==> config.mk <==
export PLATFORM = sky130hd
export DESIGN_NAME = fetch_unit
export DESIGN_NICKNAME = d
export VERILOG_FILES = /design/src/rtl/fetch_unit.sv
export SDC_FILE = /design/constraint.sdc
export NUM_CORES = 1
export LEC_CHECK = 0
export BUFFER_PORTS_ARGS = -buffer_cell sky130_fd_sc_hd__buf_2
export CORE_ASPECT_RATIO = 1.1
export CORE_UTILIZATION = 60
export DETAILED_ROUTE_END_ITERATION = 6
export PLACE_DENSITY = 0.82
export SLEW_MARGIN = 20
export SYNTH_ARGS = -nofsm -noshare
export SYNTH_HDL_FRONTEND = slang
export SYNTH_SLANG_ARGS = --single-unit
==> constraint.sdc <==
create_clock -name clk -period 8.8 [get_ports clk]
set_input_delay 2.2 -clock clk [delete_from_list [all_inputs] [get_ports clk]]
set_output_delay 2.2 -clock clk [all_outputs]
set_load 0.05 [all_outputs]
==> src/rtl/fetch_unit.sv <==
// Instruction fetch: PC generation, in-order imem requests, response FIFO toward decode.
// Optional performance counters are compiled in when FETCH_PERF_CNT_EN is defined.
module fetch_unit #(
  parameter int              XLEN            = 64,
  parameter logic [XLEN-1:0] RESET_PC        = '0,
  parameter int              FIFO_DEPTH      = 4,
  parameter int              MAX_OUTSTANDING = 2
) (
  input  logic            clk,
  input  logic            reset_n,
  output logic            imem_req_valid,
  input  logic            imem_req_ready,
  output logic [XLEN-1:0] imem_req_addr,
  input  logic            imem_rsp_valid,
  input  logic [31:0]     imem_rsp_data,
  input  logic            redirect_valid,
  input  logic [XLEN-1:0] redirect_pc,
  output logic            id_valid,
  input  logic            id_ready,
  output logic [31:0]     id_instr,
  output logic [XLEN-1:0] id_pc
`ifdef FETCH_PERF_CNT_EN
  ,
  output logic [31:0]     perf_fetched,
  output logic [31:0]     perf_dropped,
  output logic [31:0]     perf_starve
`endif
);

  localparam int PW = (FIFO_DEPTH > 1) ? $clog2(FIFO_DEPTH) : 1;
  localparam int CW = $clog2(FIFO_DEPTH + MAX_OUTSTANDING + 1) + 1;

  typedef enum logic [0:0] {
    ST_RUN   = 1'b0,
    ST_DRAIN = 1'b1
  } state_t;

  state_t          r_state;
  logic            r_req_valid;
  logic [XLEN-1:0] r_pc;
  logic [XLEN-1:0] r_rsp_pc;
  logic [CW-1:0]   r_outstanding;
  logic [CW-1:0]   r_drop_cnt;
  logic [CW-1:0]   r_count;
  logic [PW-1:0]   r_wptr;
  logic [PW-1:0]   r_rptr;
  logic [31:0]     r_fifo_instr [FIFO_DEPTH];
  logic [XLEN-1:0] r_fifo_pc    [FIFO_DEPTH];

  logic            w_accept;
  logic            w_push;
  logic            w_pop;
  logic            w_drop;
  logic            w_id_valid;
  logic            w_room;
  logic [CW-1:0]   w_out_next;
  logic [CW-1:0]   w_count_next;
  logic [XLEN-1:0] w_redirect_pc;

  assign w_id_valid    = (r_count != '0);
  assign w_accept      = r_req_valid & imem_req_ready;
  assign w_push        = imem_rsp_valid & ~redirect_valid & (r_drop_cnt == '0);
  assign w_drop        = imem_rsp_valid & (redirect_valid | (r_drop_cnt != '0));
  assign w_pop         = w_id_valid & id_ready & ~redirect_valid;
  assign w_out_next    = r_outstanding + CW'(w_accept) - CW'(imem_rsp_valid);
  assign w_count_next  = r_count + CW'(w_push) - CW'(w_pop);
  assign w_redirect_pc = redirect_pc & ~XLEN'(3);

  // Every in-flight request keeps a FIFO slot reserved, so responses never overflow.
  assign w_room = (w_out_next < CW'(MAX_OUTSTANDING)) &&
                  ((w_out_next + w_count_next) < CW'(FIFO_DEPTH));

  assign imem_req_valid = r_req_valid;
  assign imem_req_addr  = r_pc;
  assign id_valid       = w_id_valid;
  assign id_instr       = w_id_valid ? r_fifo_instr[r_rptr] : '0;
  assign id_pc          = w_id_valid ? r_fifo_pc[r_rptr]    : '0;

  always_ff @(posedge clk) begin
    if (!reset_n) begin
      r_state       <= ST_RUN;
      r_req_valid   <= 1'b0;
      r_pc          <= RESET_PC;
      r_rsp_pc      <= RESET_PC;
      r_outstanding <= '0;
      r_drop_cnt    <= '0;
    end else begin
      r_outstanding <= w_out_next;
      if (w_accept) begin
        r_pc <= r_pc + XLEN'(4);
      end
      if (redirect_valid) begin
        // Everything still owed by memory after this edge is stale.
        r_pc        <= w_redirect_pc;
        r_rsp_pc    <= w_redirect_pc;
        r_req_valid <= 1'b0;
        r_drop_cnt  <= w_out_next;
        r_state     <= (w_out_next != '0) ? ST_DRAIN : ST_RUN;
      end else begin
        r_req_valid <= (r_state == ST_RUN) && w_room;
        if (w_push) begin
          r_rsp_pc <= r_rsp_pc + XLEN'(4);
        end
        if (imem_rsp_valid && (r_drop_cnt != '0)) begin
          r_drop_cnt <= r_drop_cnt - CW'(1);
          if (r_drop_cnt == CW'(1)) begin
            r_state <= ST_RUN;
          end
        end
      end
    end
  end

  always_ff @(posedge clk) begin
    if (!reset_n) begin
      r_wptr  <= '0;
      r_rptr  <= '0;
      r_count <= '0;
    end else if (redirect_valid) begin
      r_wptr  <= '0;
      r_rptr  <= '0;
      r_count <= '0;
    end else begin
      if (w_push) begin
        r_wptr <= r_wptr + PW'(1);
      end
      if (w_pop) begin
        r_rptr <= r_rptr + PW'(1);
      end
      r_count <= w_count_next;
    end
  end

  always_ff @(posedge clk) begin
    if (w_push) begin
      r_fifo_instr[r_wptr] <= imem_rsp_data;
      r_fifo_pc[r_wptr]    <= r_rsp_pc;
    end
  end

`ifdef FETCH_PERF_CNT_EN
  logic [31:0] r_perf_fetched;
  logic [31:0] r_perf_dropped;
  logic [31:0] r_perf_starve;

  always_ff @(posedge clk) begin
    if (!reset_n) begin
      r_perf_fetched <= '0;
      r_perf_dropped <= '0;
      r_perf_starve  <= '0;
    end else begin
      r_perf_fetched <= r_perf_fetched + 32'(w_push);
      r_perf_dropped <= r_perf_dropped + 32'(w_drop);
      r_perf_starve  <= r_perf_starve + 32'(id_ready & ~w_id_valid);
    end
  end

  assign perf_fetched = r_perf_fetched;
  assign perf_dropped = r_perf_dropped;
  assign perf_starve  = r_perf_starve;
`else
  logic w_unused_drop;
  assign w_unused_drop = w_drop;
`endif

`ifndef SYNTHESIS
  always_ff @(posedge clk) begin
    if (reset_n) begin
      assert (!(imem_rsp_valid && (r_outstanding == '0)))
        else $error("fetch_unit: response with no outstanding request");
      assert (!(w_push && !w_pop && (r_count == CW'(FIFO_DEPTH))))
        else $error("fetch_unit: push into full instruction buffer");
    end
  end
`endif

endmodule

Yosys cells after proc, flatten, opt, wreduce, memory -nomap -nowiden
Memory sizes are Yosys's and may differ from the RTL's. A register that Yosys moved wholly into a read port is not among the register bits. Cells that the tools add are included.

Output and inout bits: 162. Word-level logic and storage cells: 65. Register bits: 146. Memories kept: 2. RAM bits: 384.

Bitwise gates (word level): 8. Equal/unequal tests: 1. Reductions and logical operators: 13. $lt $le $gt $ge: 2. Add/sub/neg operators: 10. Multiplexer cells: 18.

Memory list: r_fifo_pc (depth 4, bits a word 64, rd ports 1, clocked after memory_dff 1, wr ports 1, RTL line 48) `logic [XLEN-1:0] r_fifo_pc [FIFO_DEPTH];`; r_fifo_instr (depth 4, bits a word 32, rd ports 1, clocked after memory_dff 1, wr ports 1, RTL line 47) `logic [31:0] r_fifo_instr [FIFO_DEPTH];`.

Operators by type and width (number): 64-bit two-way mux (5); 64-bit by 3-bit adder with 64-bit output (second input constant) (2); 32-bit two-way mux (1); 4-bit nonzero test (3); 4-bit by 1-bit adder with 4-bit output (2); 2-bit two-way mux (4); 4-bit two-way mux (2); 2-bit nonzero test (4); 4-bit by 1-bit subtractor with 4-bit output (2); 1-bit two-way mux (6); 1-bit bitwise AND (5); 2-bit by 1-bit adder with 2-bit output (second input constant) (2); 4-bit adder (1); 4-bit by 1-bit == test with 1-bit output (second input constant) (1); 4-bit zero test (1); 4-bit by 2-bit less-than comparator with 1-bit output (second input constant) (1); 4-bit by 3-bit less-than comparator with 1-bit output (second input constant) (1); 4-bit by 1-bit subtractor with 4-bit output (second input constant) (1); 1-bit logical AND (3); 1-bit NOT (3); 2-bit AND reduction (1); 2-bit OR reduction (1).

Longest topological paths before layout
Gate-level depths: netlist of the first run.

Depth in word-level cells: 9. Mapped depth: 16. Depth with buffers taken out: 15.

Worst setup path after synthesis of the first run
Ideal clock, no wire load.

Path type: in2reg. Start: input redirect_valid. End: memory r_fifo_instr[0][0], enable pin. Data arrival time: 5.329 ns. Stages: 5. Path buffers: 3. Setup slack: 3.007 ns. Data required time: 8.336 ns. Cells stage by stage: clkbuf_1 > inv_1 > buf_1 > clkbuf_1 > and3_1.

Cells in the longest elaborated chain, start to end: 5.

Ends and longest elaborated chain: start: declaration (RTL line 16) `input logic redirect_valid,`; 1-bit NOT (RTL line 62) `assign w_push = imem_rsp_valid & ~redirect_valid & (r_drop_cnt == '0);`; 1-bit bitwise AND (2 in a row) (RTL line 62); 1-bit two-way mux (RTL line 135) `if (w_push) begin`; 1-bit two-way mux (not written as such) (RTL line 136) `r_fifo_instr[r_wptr] <= imem_rsp_data;`; end: declaration (RTL line 47).

No other way between the ends.

==> reports/qor.log, run 1 <==
qor: synthesis.synth_area_per_cell 14.4 sq um
qor: drt.vias 13700
qor: global_route.grt_use_total 0.282
qor: finish.antenna-diode-count 0
qor: floorplanning.die_height 202 microns
qor: cts.postCtsSetupBuffers 0
qor: floorplanning.floorplan.die_area 37200 sq um
qor: drt.drtIter0Drc 1190
qor: finish.flow.area_growth_from_synthesis 15.7%
qor: cts.path_clk_slew 60 ps
qor: power_and_ir_drop.worst_ir_drop_on_vdd 153 uV
qor: cts.cts-root-to-sink-buffers 3
qor: global_route.largest_net_degree_at_the_start_of_global_routing 84
qor: status.status complete, no violations
qor: drt.routed_wire_length_per_instance 22.6 microns
qor: floorplanning.floorplan.rows 73
qor: drt.drt_wl_total 51600 microns
qor: cts.insertion_delay 570 ps
qor: finish.layout-drive-gt1-share 0.264
qor: synthesis.yosys_register_bits 520
qor: critical_path.path_class flip-flop to output pin
qor: cts.tritoncts yes
qor: synthesis.synthesis.yosys.warnings 0
qor: critical_path.start_kind flip-flop
qor: power_and_ir_drop.power_density_cells 228 nW/um^2
qor: timing.number_of_hold_slack_violations_in_the_final_timing_report 0
qor: timing.max_slew_margin 0.362
qor: synthesis.synthFlopType edfxtp_1
qor: cts.postCtsResizedCells 0
qor: synthesis.synth-edff-count 376
qor: drt.antenna_violating_nets_post_route 0
qor: finish.final_net_count 1879
qor: job.cap_viol_max_count 0
qor: synthesis.seq_area_frac_synth 0.648
qor: timing.finalCritPeriodShare 0.598
qor: cts.cts_hold_buffers 0
qor: synthesis.synth_area 21900 sq um
qor: cts.tritoncts.num_buffers 49
qor: floorplanning.top_level_ports 264
qor: cts.clk_root_buffer_cell clkbuf_16
qor: timing.setup_viol 0
qor: timing.timing_max_transition_violations_final 0
qor: timing.final.setup.tns 0 ps
qor: timing.fmax 0.190 GHz
qor: power_and_ir_drop.p_leak 8.88 nW
qor: critical_path.regToRegSetupSlack 5310 ps
qor: finish.nFillCells 2429
qor: critical_path.crit_arrival 3060 ps
qor: global_route.grt_first_pass_wirelength 79300 microns
qor: floorplanning.initial_utilization 0.608
qor: min_path.hp-class flip-flop to flip-flop
qor: timing.tightest_slew 958 ps
qor: timing.clock_skew 19.5 ps
qor: timing.rsz0062_at_grt no
qor: critical_path.end_kind output pin
qor: floorplanning.coreArea 36000 sq um
qor: finish.post-route-util 0.704
qor: cts.cts.sink_count 520
qor: global_route.antenna_found_initial 1
qor: placement.dp.final_hpwl 32700 microns
qor: placement.place_congestion 0.939
qor: synthesis.synthesized_instance_count 1517
qor: critical_path.crit_path_max_fanout 52
qor: drt.drtPass1Iterations 5
qor: placement.io_buffers 257
qor: floorplanning.die_w 184 microns
qor: global_route.first_global_vias 13900
qor: critical_path.cp_data_required_time 6600 ps
qor: global_route.globalRouteOverflowTotal 0
qor: synthesis.synth-async-reset-ratio 0
qor: synthesis.netlist-cell-type-count 59
qor: cts.number_of_levels_the_h_tree_was_split_into 2
qor: drt.drcViolationCount 0
qor: drt.vias_per_cell 6.00
qor: timing.fin_crit 5260 ps
## path summary, 6_finish.rpt
check	from	endpoint	cells after the start
worst min register to register	r_state$_SDFFE_PN0P_	imem_req_valid$_SDFF_PP0_	1
worst max-delay path	flip-flop	id_pc[48]	4
worst min-delay path	r_state$_SDFFE_PN0P_	imem_req_valid$_SDFF_PP0_	1
worst max register to register	r_count[2]$_SDFF_PP0_	imem_req_valid$_SDFF_PP0_	16
## cell families after synthesis
logic type | synth area share
DFF | 0.648
AOI/OAI and AO/OA | 0.0518
muxes | 0.0977
adders and majority gates | 0.0133
buffers and inverters | 0.0233
and+or+nand+nor | 0.116
other | 0.000171
xor gates and xnor gates | 0.0504
## flip-flops by register name, summed over array words and instances (netlist names), named ones only
name,cells
imem_req_addr,62
r_fifo_instr,128
r_state,1
imem_req_valid,1
r_rsp_pc,62
r_wptr,2
r_drop_cnt,4
r_outstanding,4
r_count,4
r_fifo_pc,248
r_rptr,2
## through the flow
step	setup slack (ps)	hold slack (ps)	power, mW	instance area, sq um	std cells
global placement	3200	416	3.48	23500	2191
finish	3540	427	5.77	25300	2283
global route	3280	449	5.95	25300	2283
detailed placement	3140	421	3.50	23500	2191
CTS	3430	427	5.80	25300	2283
floorplan	3010	400	3.31	21900	1520
## critical path: stages, from the launching register on
cell     delay (ps)
dfxtp_4         980
buf_12          410
mux4_2          570
nor2b_1         160
buf_2           250
## layout by cell type (no fill, tap or decap), types with 51 or more instances in the layout
cell type / Yosys / routed
nor2b_1: 97 / 97
xnor2_1: 59 / 59
dfxtp_1: 144 / 142
edfxtp_1: 376 / 376
o21ai_0: 76 / 76
nand2_1: 79 / 79
mux4_2: 94 / 94
a21oi_1: 115 / 115
buf_2: 16 / 257
clkbuf_16: 0 / 51
xor2_1: 67 / 67
## report_power, final
group | internal (mW) | switching [mW]
Combinational | 0.194 | 0.438
Clock | 1.43 | 0.893
Sequential | 2.73 | 0.0935
## cell type report
cell class	instances	area, sq um	area share
clock inverters	26	413	0.0163
well taps	487	609	0.0241
flip-flops and latches	520	14200	0.560
clock buffers	66	1380	0.0546
multi-input cells	885	7230	0.286
repair buffers	269	1390	0.0548
inverters	30	115	0.00455
## synthesized netlist by cell type, drive strengths merged, types with 2 or more instances
cell type | instances | area (sq um)
or4 | 2 | 22.5
nor4b | 2 | 30.0
a41o | 2 | 20.0
and2 | 23 | 144
and3 | 25 | 158
edfxtp | 376 | 11300
inv | 29 | 109
nor2b | 97 | 607
buf | 27 | 155
nor2 | 30 | 115
nand3 | 43 | 215
a21o | 2 | 15.0
dfxtp | 144 | 2880
o21ai | 84 | 420
nand2 | 79 | 297
xor2 | 67 | 587
ha | 20 | 250
mux4 | 94 | 2120
o211a | 3 | 30.0
nand4 | 48 | 355
or3 | 3 | 18.8
xnor2 | 59 | 517
a31oi | 6 | 37.5
nor3 | 21 | 128
nor4 | 14 | 136
a21oi | 115 | 576
fa | 2 | 40.0
and4 | 27 | 241
clkbuf | 57 | 224
## metal layers
layer | share of wire | GRT usage
met4 | 0.040 | 0.116
met2 | 0.49 | 0.470
met3 | 0.077 | 0.0625
met5 | 0.00023 | 0
met1 | 0.39 | 0.358
(Power assumes the default switching activity.)
==> inputs of run 2 (changes only) <==
CORE_UTILIZATION = 53   (was 60)
PLACE_DENSITY = 0.77   (was 0.82)
clock period = 4.71 ns   (was 8.8 ns; I/O delays follow)
==> reports/qor.log, run 2 (synthesis results as in run 1) <==
qor: global_route.grt_use_total 0.248
qor: min_path.whs_endpoint imem_req_valid$_SDFF_PP0_
qor: cts.number_of_levels_the_h_tree_was_split_into 2
qor: critical_path.worstSetupPathDepth 4
qor: global_route.grtUsageMet1 0.346
qor: placement.place_congestion 0.918
qor: drt.drt_wl_total 51600 microns
qor: cts.clk_root_buffer_cell clkbuf_16
qor: finish.largest_register_ff_count 248
qor: critical_path.critical_path.slowest_cell mux4_2
qor: finish.nFillCells 2946
qor: drt.drtIter0Drc 1243
qor: cts.postCtsResizedCells 0
qor: global_route.antenna_found_initial 1
qor: drt.vias_per_cell 5.99
qor: floorplanning.floorplan.rows 77
qor: critical_path.end_kind output pin
qor: drt.routed_wire_length_per_instance 22.3 microns
qor: timing.number_of_hold_slack_violations_in_the_final_timing_report 0
qor: drt.drcViolationCount 0
qor: global_route.gr-max-usage-layer met2
qor: cts.insertion_delay 580 ps
qor: timing.rsz0062_at_grt no
qor: floorplanning.initial_utilization 0.541
qor: min_path.holdCritStartpoint r_state$_SDFFE_PN0P_
qor: drt.vias 13900
qor: global_route.groute.layer.met3.usage 0.0488
qor: timing.finalCritPeriodShare 0.808
qor: cts.tritoncts.num_buffers 50
qor: critical_path.start_kind flip-flop
qor: drt.drtPass1Iterations 5
qor: finish.reg_top3 r_fifo_pc: 248 flops, r_fifo_instr: 128 flops
qor: floorplanning.floorplan.die_area 42100 sq um
qor: cts.cts-root-to-sink-buffers 3
qor: timing.final.setup.tns 0 ps
qor: cts.postCtsSetupBuffers 0
qor: placement.io_buffers 257
qor: timing.timing_max_transition_violations_final 0
qor: status.status complete, no violations
qor: cts.path_clk_slew 60 ps
qor: finish.largest_register r_fifo_pc
qor: cts.tritoncts yes
qor: global_route.grt_first_pass_wirelength 79300 microns
qor: power_and_ir_drop.p_leak 8.91 nW
qor: power_and_ir_drop.power_density_cells 414 nW/um^2
qor: floorplanning.die_height 215 microns
qor: timing.fin_crit 3800 ps
qor: finish.final_cell_mix 376 x edfxtp_1, 257 x buf_2, 142 x dfxtp_1, 115 x a21oi_1, 97 x nor2b_1
qor: critical_path.crit_arrival 2630 ps
qor: power_and_ir_drop.post-layout-total-power 10.5 mW
qor: drt.antenna_violating_nets_post_route 0
qor: min_path.hp-class flip-flop to flip-flop
qor: floorplanning.coreArea 40500 sq um
qor: critical_path.critical-path-max-stage-delay 620 ps
qor: timing.max_slew_margin 0.381
qor: floorplanning.top_level_ports 264
qor: finish.post-route-util 0.628
qor: finish.final_net_count 1887
qor: job.cap_viol_max_count 0
qor: finish.flow.area_growth_from_synthesis 16.2%
qor: timing.setup_viol 0
qor: cts.cts.sink_count 520
qor: critical_path.crit_path_max_fanout 15
qor: finish.layout-drive-gt1-share 0.267
qor: floorplanning.die_w 196 microns
qor: placement.dp.final_hpwl 34100 microns
qor: critical_path.timing.rr.start r_drop_cnt[0]$_SDFFE_PN0P_
qor: timing.fmax 0.263 GHz
qor: critical_path.path_class flip-flop to output pin
qor: global_route.grt.met2_usage 0.388
qor: critical_path.worst-r2r-cell-count 14
qor: critical_path.cp_cell_sequence buf_4 > mux4_2 > nor2b_1 > buf_2
qor: timing.clock_skew 17.5 ps
qor: global_route.globalRouteOverflowTotal 0
qor: critical_path.critPathTopFamily buffers and inverters
qor: finish.layout.cells.most_common edfxtp_1
qor: min_path.holdPathStages 1
qor: critical_path.regToRegSetupSlack 1520 ps
qor: global_route.first_global_vias 13600
qor: timing.tightest_slew 919 ps
qor: critical_path.critical_path_buf_inv_count 2
qor: critical_path.crit-reg2reg-capture imem_req_valid$_SDFF_PP0_
qor: power_and_ir_drop.worst_ir_drop_on_vdd 266 uV
qor: cts.cts_hold_buffers 0
qor: global_route.largest_net_degree_at_the_start_of_global_routing 187
qor: critical_path.cp_data_required_time 3530 ps
==> run 2: changes by cell type in the layout (fill, tap and decap cells not counted) <==
cell / before / now
clkinvlp_4: 3 / 2
diode_2: 0 / 1
clkinvlp_2: 2 / 3
clkinv_1: 4 / 8
buf_4: 11 / 7
buf_12: 1 / 12
clkinv_2: 6 / 13
clkbuf_1: 10 / 6
bufinv_16: 11 / 6
clkbuf_8: 5 / 4
==> run 2: cell type report <==
class                   count  area (sq um)  area share
clock inverters            32           310      0.0122
multi-input cells         885          7230       0.285
clock buffers              61          1350      0.0533
flip-flops and latches    520         14200       0.558
diodes                      1          2.50   0.0000985
well taps                 513           642      0.0253
inverters                  30           115     0.00453
repair buffers            276          1580      0.0621
==> run 2: power breakdown <==
part	switching (mW)	internal, mW
logic	0.828	0.372
clock network	1.67	2.37
registers	0.174	5.10
==> run 2: worst max-delay path by stage <==
stage | slack (ps) | from | end
floorplan | 940 | imem_req_ready | imem_req_valid$_SDFF_PP0_
global placement | 900 | imem_req_ready | imem_req_valid$_SDFF_PP0_
detailed placement | 870 | imem_req_ready | imem_req_valid$_SDFF_PP0_
CTS | 840 | flip-flop | id_pc[26]
global route | 770 | flip-flop | id_instr[21]
finish | 910 | flip-flop | id_pc[26]
==> run 2: metrics by stage <==
stage | cell area (sq um) | cells | worst slack [ps] | hold slack [ps]
floorplan | 21900 | 1520 | 945 | 400
global placement | 23700 | 2224 | 899 | 413
detailed placement | 23700 | 2224 | 871 | 428
CTS | 25400 | 2317 | 842 | 438
global route | 25400 | 2317 | 770 | 457
finish | 25400 | 2318 | 906 | 438
==> run 2: layer usage <==
layer / vias to the layer above / wire (microns) / part of all wire
met5: - / 0 / 0
met4: 0 / 1600 / 0.031
met3: 111 / 4100 / 0.079
met2: 632 / 24300 / 0.47
met1: 6904 / 21700 / 0.42
li1: 6235 / - / -
==> inputs of run 3 (changes only) <==
CORE_UTILIZATION = 58   (was 53)
PLACE_DENSITY = 0.8   (was 0.77)
clock period = 3.89 ns   (was 4.71 ns; I/O delays follow)
==> reports/qor.log, run 3 (synthesis results as in run 1) <==
qor: drt.vias_per_cell 6.06
qor: floorplanning.top_level_ports 264
qor: global_route.first_global_vias 13500
qor: power_and_ir_drop.power_switching_share 0.253
qor: critical_path.critical_path.slowest_cell mux4_2
qor: timing.fin_crit 3610 ps
qor: timing.number_of_hold_slack_violations_in_the_final_timing_report 0
qor: placement.dp.final_hpwl 34700 microns
qor: finish.reg_top3 r_fifo_pc: 248 flops, r_fifo_instr: 128 flops
qor: status.status complete, no violations
qor: floorplanning.initial_utilization 0.589
qor: global_route.grtUsageMet1 0.367
qor: power_and_ir_drop.p_comb_frac 0.115
qor: placement.place_congestion 0.961
qor: cts.clk_root_buffer_cell clkbuf_16
qor: finish.final_net_count 1894
qor: drt.antenna_violating_nets_post_route 0
qor: global_route.grt_use_total 0.275
qor: power_and_ir_drop.worst_ir_drop_on_vdd 371 uV
qor: floorplanning.die_w 187 microns
qor: timing.fmax 0.277 GHz
qor: placement.io_buffers 257
qor: drt.drt_wl_total 53100 microns
qor: timing.clock_skew 12.4 ps
qor: floorplanning.floorplan.die_area 38500 sq um
qor: cts.cts.sink_count 520
qor: cts.number_of_levels_the_h_tree_was_split_into 2
qor: floorplanning.floorplan.rows 74
qor: cts.cts_hold_buffers 0
qor: drt.routed_wire_length_per_instance 23.0 microns
qor: placement.placed_standard_cell_area 23800 sq um
qor: power_and_ir_drop.netSwitchingPower 3.20 mW
qor: drt.drcViolationCount 0
qor: finish.flow.area_growth_from_synthesis 16.2%
qor: timing.final.setup.tns 0 ps
qor: floorplanning.die_height 206 microns
qor: power_and_ir_drop.power_density_cells 496 nW/um^2
qor: power_and_ir_drop.share_seq_of_total_power 0.507
qor: critical_path.path_class flip-flop to output pin
qor: drt.vias 14000
qor: global_route.grt_first_pass_wirelength 79500 microns
qor: cts.insertion_delay 570 ps
qor: timing.rsz0062_at_grt no
qor: power_and_ir_drop.p_int 9.42 mW
qor: global_route.groute.layer.met3.usage 0.0496
qor: cts.postCtsSetupBuffers 0
qor: timing.max_slew_margin 0.283
qor: timing.timing_max_transition_violations_final 0
qor: critical_path.cp_cell_sequence buf_4 > mux4_2 > nor2b_1 > buf_2
qor: global_route.grt.met2_usage 0.454
qor: critical_path.end_kind output pin
qor: critical_path.critical-path-max-stage-delay 600 ps
qor: global_route.antenna_found_initial 2
qor: drt.drtIter0Drc 1293
qor: drt.drtPass1Iterations 5
qor: finish.layout-drive-gt1-share 0.266
qor: timing.finalCritPeriodShare 0.928
qor: finish.layout.cells.most_common edfxtp_1
qor: floorplanning.coreArea 37100 sq um
qor: cts.cts-root-to-sink-buffers 3
qor: critical_path.crit_arrival 2640 ps
qor: cts.path_clk_slew 60 ps
qor: min_path.hp-class flip-flop to flip-flop
qor: timing.finalHoldWorstSlack 426 ps
qor: finish.largest_register r_fifo_pc
qor: global_route.largest_net_degree_at_the_start_of_global_routing 187
qor: cts.tritoncts.num_buffers 49
qor: timing.setup_viol 0
qor: critical_path.cp_data_required_time 2920 ps
qor: timing.tightest_slew 1070 ps
qor: finish.post_route_design_area 25400 sq um
qor: global_route.globalRouteOverflowTotal 0
qor: critical_path.start_kind flip-flop
qor: finish.final_cell_mix 376 x edfxtp_1, 257 x buf_2, 142 x dfxtp_1, 115 x a21oi_1, 97 x nor2b_1
qor: finish.largest_register_ff_count 248
qor: cts.postCtsResizedCells 0
qor: critical_path.crit_path_max_fanout 22
qor: cts.tritoncts yes
qor: job.cap_viol_max_count 0
qor: global_route.gr-max-usage-layer met2
qor: power_and_ir_drop.p_leak 8.93 nW
qor: power_and_ir_drop.power.clock.fraction 0.378
## run 3: path summary, 6_finish.rpt
path                         start                        end  slack [ps]  cells after the start
min           r_state$_SDFFE_PN0P_  imem_req_valid$_SDFF_PP0_         430                      1
max                      flip-flop               id_instr[14]         280                      4
max reg2reg  r_count[2]$_SDFF_PP0_  imem_req_valid$_SDFF_PP0_         990                     15
min reg2reg   r_state$_SDFFE_PN0P_  imem_req_valid$_SDFF_PP0_         430                      1
## run 3: cell type report
type	count	area [sq um]
multi-input combinational	885	7230
tap	494	618
clock inverter	18	168
sequential	520	14200
fill	2517	11700
clock buffer	74	1450
inverter	30	115
antenna	1	2.50
timing repair buffer	284	1660
## run 3: metrics by stage
stage           util  cells  total power, mW  setup WS, ps
5_1_grt        0.685   2305             13.0           104
6_report       0.685   2306             12.6           282
2_1_floorplan      -   1520             7.49           330
3_3_place_gp   0.641   2213             7.90           470
4_1_cts        0.685   2305             12.7           186
3_5_place_dp   0.641   2213             7.94           428
## run 3: routing by layer
| layer | vias to the layer above | routed length (microns) |
|---|---|---|
| met1 | 6930 | 20600 |
| met4 | 2 | 2000 |
| met5 | - | 8 |
| met3 | 122 | 4440 |
| li1 | 6240 | - |
| met2 | 671 | 26100 |
## run 3: critical path: cells and delay by family, from the launching register on
| family | cells | cell delay, ps |
|---|---|---|
| and+or+nand+nor | 1 | 150 |
| DFF | 1 | 580 |
| buffers and inverters | 2 | 720 |
| muxes | 1 | 600 |
## run 3: power by group through the flow
stage / sequential, mW / clock (mW) / combinational [mW]
after CTS: 6.38 / 4.83 / 1.46
after global routing: 6.41 / 5.04 / 1.56
after detailed placement: 6.50 / 0 / 1.45
after floorplan: 6.58 / 0 / 0.905
final: 6.39 / 4.77 / 1.45
after global placement: 6.48 / 0 / 1.42
